==> config.mk <==
export PLATFORM = sky130hd
export DESIGN_NAME = mux_arb_nway
export DESIGN_NICKNAME = d
export VERILOG_FILES = /design/src/rtl/mux_arb_nway.sv
export SDC_FILE = /design/constraint.sdc
export NUM_CORES = 1
export LEC_CHECK = 0
export ABC_AREA = 1
export CAP_MARGIN = 20
export CORE_UTILIZATION = 40
export DETAILED_ROUTE_END_ITERATION = 8
export PLACE_DENSITY = 0.83
export SETUP_SLACK_MARGIN = 0.05
export SYNTH_ARGS = -nofsm -noshare
export SYNTH_HDL_FRONTEND = slang
export SYNTH_SLANG_ARGS = --single-unit
export TNS_END_PERCENT = 100
==> constraint.sdc <==
create_clock -name clk -period 3.92 [get_ports clk]
set_input_delay 0.588 -clock clk [delete_from_list [all_inputs] [get_ports clk]]
set_output_delay 0.588 -clock clk [all_outputs]
set_load 0.01 [all_outputs]
==> src/rtl/mux_arb_nway.sv <==
// mux_arb_nway: CANAIS-channel, LARGURA-bit mux/arbiter with a registered valid/ready output.
// Fixed-select or round-robin grant; define MUX_ARB_LOCK_EN to add packet locking via entrada_fim.
module mux_arb_nway #(
    parameter int LARGURA = 16,
    parameter int CANAIS  = 8,
    localparam int SEL_W  = $clog2(CANAIS)
) (
    input  logic                      clk,
    input  logic                      reset,
`ifdef MUX_ARB_LOCK_EN
    input  logic [CANAIS-1:0]         entrada_fim,
`endif
    input  logic [CANAIS*LARGURA-1:0] entrada_dados,
    input  logic [CANAIS-1:0]         entrada_valida,
    output logic [CANAIS-1:0]         entrada_pronta,
    input  logic                      modo,
    input  logic [SEL_W-1:0]          seletor_ctrl,
    output logic [LARGURA-1:0]        saida_dados,
    output logic                      saida_valida,
    input  logic                      saida_pronta,
    output logic [SEL_W-1:0]          saida_canal
);
    localparam logic [SEL_W-1:0] ULTIMO = SEL_W'(CANAIS - 1);
    localparam logic [SEL_W:0]   LIMITE = (SEL_W + 1)'(CANAIS);

    logic [SEL_W-1:0]   ptr;
    logic               pode_carregar;
    logic               transfere;
    logic               fix_ok;
    logic               rr_ok;
    logic               grant_ok;
    logic [SEL_W-1:0]   rr_g;
    logic [SEL_W-1:0]   grant_g;
    logic [SEL_W:0]     idx;
    logic [LARGURA-1:0] dados_sel;

    assign pode_carregar = !saida_valida || saida_pronta;

    // An out-of-range select matches no channel, so it never grants.
    always_comb begin
        fix_ok = 1'b0;
        for (int unsigned k = 0; k < CANAIS; k++) begin
            if (seletor_ctrl == SEL_W'(k) && entrada_valida[k]) fix_ok = 1'b1;
        end
    end

    // Scan ptr+1 .. ptr+CANAIS, wrapping at CANAIS rather than at 2**SEL_W.
    always_comb begin
        rr_ok = 1'b0;
        rr_g  = '0;
        idx   = '0;
        for (int unsigned i = 1; i <= CANAIS; i++) begin
            idx = {1'b0, ptr} + (SEL_W + 1)'(i);
            if (idx >= LIMITE) idx = idx - LIMITE;
            if (!rr_ok && entrada_valida[idx[SEL_W-1:0]]) begin
                rr_ok = 1'b1;
                rr_g  = idx[SEL_W-1:0];
            end
        end
    end

`ifdef MUX_ARB_LOCK_EN
    typedef enum logic {LIVRE, TRAVADO} estado_t;
    estado_t          estado;
    estado_t          estado_prox;
    logic [SEL_W-1:0] canal_trava;

    always_ff @(posedge clk) begin
        if (reset) begin
            estado      <= LIVRE;
            canal_trava <= '0;
        end else begin
            estado <= estado_prox;
            if (modo && transfere) canal_trava <= grant_g;
        end
    end

    always_comb begin
        estado_prox = estado;
        case (estado)
            LIVRE:   if (modo && transfere && !entrada_fim[grant_g]) estado_prox = TRAVADO;
            TRAVADO: begin
                if (!modo) estado_prox = LIVRE;
                else if (transfere && entrada_fim[grant_g]) estado_prox = LIVRE;
            end
            default: estado_prox = LIVRE;
        endcase
    end

    // While locked only the owning channel may be granted, valid or not.
    always_comb begin
        grant_ok = rr_ok;
        grant_g  = rr_g;
        if (!modo) begin
            grant_ok = fix_ok;
            grant_g  = seletor_ctrl;
        end else if (estado == TRAVADO) begin
            grant_ok = entrada_valida[canal_trava];
            grant_g  = canal_trava;
        end
    end
`else
    always_comb begin
        grant_ok = rr_ok;
        grant_g  = rr_g;
        if (!modo) begin
            grant_ok = fix_ok;
            grant_g  = seletor_ctrl;
        end
    end
`endif

    assign transfere = pode_carregar && grant_ok && !reset;

    always_comb begin
        entrada_pronta = '0;
        if (transfere) entrada_pronta[grant_g] = 1'b1;
    end

    always_comb begin
        dados_sel = '0;
        for (int unsigned k = 0; k < CANAIS; k++) begin
            if (grant_g == SEL_W'(k)) dados_sel = entrada_dados[k*LARGURA +: LARGURA];
        end
    end

    always_ff @(posedge clk) begin
        if (reset) begin
            saida_dados  <= '0;
            saida_canal  <= '0;
            saida_valida <= 1'b0;
            ptr          <= ULTIMO;
        end else if (transfere) begin
            saida_dados  <= dados_sel;
            saida_canal  <= grant_g;
            saida_valida <= 1'b1;
            if (modo) ptr <= grant_g;
        end else if (saida_pronta) begin
            saida_valida <= 1'b0;
        end
    end
endmodule

==> results.md <==
- Status: complete, no violations
- Clk pin slew, worst setup/hold paths: 90 ps
- Area leader, netlist: nand2_1
- Total power: 1.541 mW
- Critical path peak fanout: 7
- Leak: 2.351 nW
- Hold Path End: saida_dados[2]
- Sequential share of the synthesized area: 14.91%
- Global-route wire length before repair: 19790 µm
- Min-delay worst type: register to register
- Avg Cell Area, Syn: 5.916 µm²
- Final GP Congestion: 0.9850
- Fmax: 269.8 MHz
- H-tree levels: 1
- Area after DPL: 4895 µm²
- DR WL/cell: 15.73 µm
- Total number of vias: 4189
- Clock buffer depth: 2
- Ratio of final minimum period to clock period: 94.55%
- Fin cells: 796
- Max-cap viol count: 0
- Post-synthesis cell area: 3088 µm²
- Final routed DRC violation total: 0
- Worst r2r src: ptr[1]
- Die area: 8075 µm²
- Reg-to-reg endpoint: saida_dados[12]
- Nets: 843
- Maximum number of pins on one net before global-route repair: 38
- Worst skew pair latency: 270 ps
- Yosys reg bits: 23
- Count of input and output buffers: 170
- Post-route antenna net violation count: 0
- Vias in the first global route: 4246
- Worst path required time: 3330 ps
- GRT overflow: 0
- Post-synth EDFFs: 0
- Mapped Cells: 522
- Fin crit period: 3707 ps
- Top_reg_cell synth: dfxtp_1
- CTS tree: built
- GR Util met3: 4.315%
- WL final: 12520 µm
- Final Max Slew Viols: 0
- Met2 Use GR: 59.94%
- Core ar.: 7370 µm²
- Final Hold Viols: 0
- Worst-margin pin slew: 470.6 ps
- Area delta synth->final: 63.17%
- CP Data Arrival Time: 3120 ps
- Top cells by count, synth: nand2_1 (161), nand3_1 (66), nor2_1 (59), inv_1 (36), a21oi_1 (29)
- Worst path most repeated cell: nand2_1
- Die X: 89.86 µm
- FILL cells: 650
- Top post-synthesis cells by area: nand2_1 (20%), dfxtp_1 (15%), nand3_1 (11%), nor2_1 (7.2%), nand4_1 (5.7%)
- Reg2Reg Depth: 24
- I/O pins: 171
- Area share of the largest cell type after synthesis: 19.57%
- Crit. End Element: primary output
- R2r setup slk: 570 ps
- Slowest stage delay, CP: 480 ps
- Core Rows: 31
- CP Cell Sequence: clkdlybuf4s50_1 > nand2_1 > nand3_2 > nand3_2 > nand2_4 > nor2_8 > nand4_4 > nor2_4 > nand2_1 > nand2_1 > nand2_1 > nand2_2 > nand2_1 > o21ai_4 > nand2_1 > nor3_1 > dlygate4sd2_1
- Count leader, synth: nand2_1
- Layout cell share with drive strength beyond 1: 14.49%
- Final instance area: 5039 µm²
- Gr busiest metal: met2
- Total CTS buffers: 3
- Initial antenna violation count: 0
- Root buffer cell: clkbuf_8
- Inst Count DP: 790
- Number of DRC markers in iteration 0: 178
- Starting Density: 41.90%
- Worst path slowest cell: clkdlybuf4s50_1
- Crit start category: primary input
- Pwr Density: 305.9 nW/µm²
- Cell variety after synth: 39
- Util after Layout: 68.37%
- Yosys warnings: 0
- Final setup viols: 0
- Worst ir drop on vdd: 0.2243 mV
- Die Height: 89.86 µm
- Setup TNS: 0 ps
- RSZ-0062 raised after global routing: false
- Fraction of registers with async set/reset: 0%
- GRT Total Usage: 30.49%
- Met1 Usage GRT: 31.07%
- Num Clock Sinks: 23
- # diodes: 0
- Slew margin rel.: 68.59%
- HP Start: saida_dados[2]
- Post-DP HPWL: 10460 µm
- Via-to-Cell Ratio: 5.263
- WHS Path Cells: 2
- Clock skew: 2.194 ps
- Syn nets: 667
- Critical path class: primary input to primary output
- Pre-antenna DRT Iters: 5
worst max-delay path: cells and delay by family:
| family | cells | cell delay, ps |
|---|---|---|
| simple gates | 14 | 1620 |
| buf+inv | 2 | 790 |
| compound gates | 1 | 100 |
sequential cells by signal, indices dropped and copies added (netlist names):
register      cells
saida_dados      16
ptr               3
saida_canal       3
saida_valida      1
metrics by stage:
step / hold slack (ps) / setup slack [ps]
final: 487.4 / 213.5
after global routing: 504.9 / 59.19
after CTS: 480.0 / 64.47
after detailed placement: 466.8 / -12.75
after global placement: 455.8 / 48.57
after floorplan: 490.0 / 496.4
cell families after synthesis:
family	Yosys count	share of synthesized area [%]
AND/OR/NAND/NOR	366	59.28
buffers and inverters	70	11.99
AO/OA/AOI/OAI	58	12.16
flip-flops	23	14.91
XOR/XNOR	3	0.8510
adder cells (fa/ha/maj)	2	0.8102
report_power, final:
part | internal [mW] | switching (mW)
combinational | 0.475 | 0.618
sequential | 0.270 | 0.0250
clock | 0.0720 | 0.0815
total | 0.817 | 0.724
final cells by class:
type / count / area (µm²) / area share [%]
Clock inverter: 1 / 7.507 / 0.1490
Sequential cell: 23 / 461.7 / 9.163
Clock buffer: 3 / 41.29 / 0.8195
Timing Repair Buffer: 196 / 1922 / 38.14
Inverter: 45 / 173.9 / 3.452
Multi-Input combinational cell: 429 / 2308 / 45.82
Tap cell: 99 / 123.9 / 2.458
how the worst max path moves through the flow:
stage                       from           endpoint  slack, ps  cells after the start
6_report       entrada_valida[2]  entrada_pronta[4]        210                     17
5_1_grt        entrada_valida[6]  entrada_pronta[4]         60                     17
4_1_cts        entrada_valida[3]  entrada_pronta[2]         60                     17
3_5_place_dp   entrada_valida[3]  entrada_pronta[4]        -10                     17
3_3_place_gp   entrada_valida[6]  entrada_pronta[4]         50                     17
2_1_floorplan             ptr[0]  entrada_pronta[0]        500                     19
layout by cell type (no fill, tap or decap), types with 5 or more instances in the layout:
| cell type | netlist | layout |
|---|---|---|
| nand2_2 | 10 | 12 |
| nand4_1 | 28 | 28 |
| nor2_1 | 59 | 59 |
| a21oi_1 | 29 | 29 |
| inv_2 | 8 | 8 |
| nand3_2 | 15 | 14 |
| dfxtp_1 | 23 | 22 |
| o21ai_0 | 9 | 9 |
| dlymetal6s2s_1 | 0 | 8 |
| nand2_1 | 161 | 157 |
| nand2_4 | 5 | 7 |
| buf_4 | 5 | 24 |
| a21oi_2 | 7 | 7 |
| inv_1 | 36 | 35 |
| clkdlybuf4s50_1 | 0 | 160 |
| nand3_1 | 66 | 66 |
| nor2_4 | 4 | 5 |
| nor3_1 | 7 | 7 |
routing by layer:
metal  routed length [µm]  part of all wire (%)
met5                    0                     0
met4                  584                   4.7
met3                  750                   6.0
met2                 6745                    54
met1                 4443                    35
timing repair:
item,in CTS,in global routing
endpoints found under the setup margin,8,7
hold buffers,0,0
resized for setup,4,23
pin swaps,0,4
buffers inserted,0,2
Power figures use the tool's default switching activity.
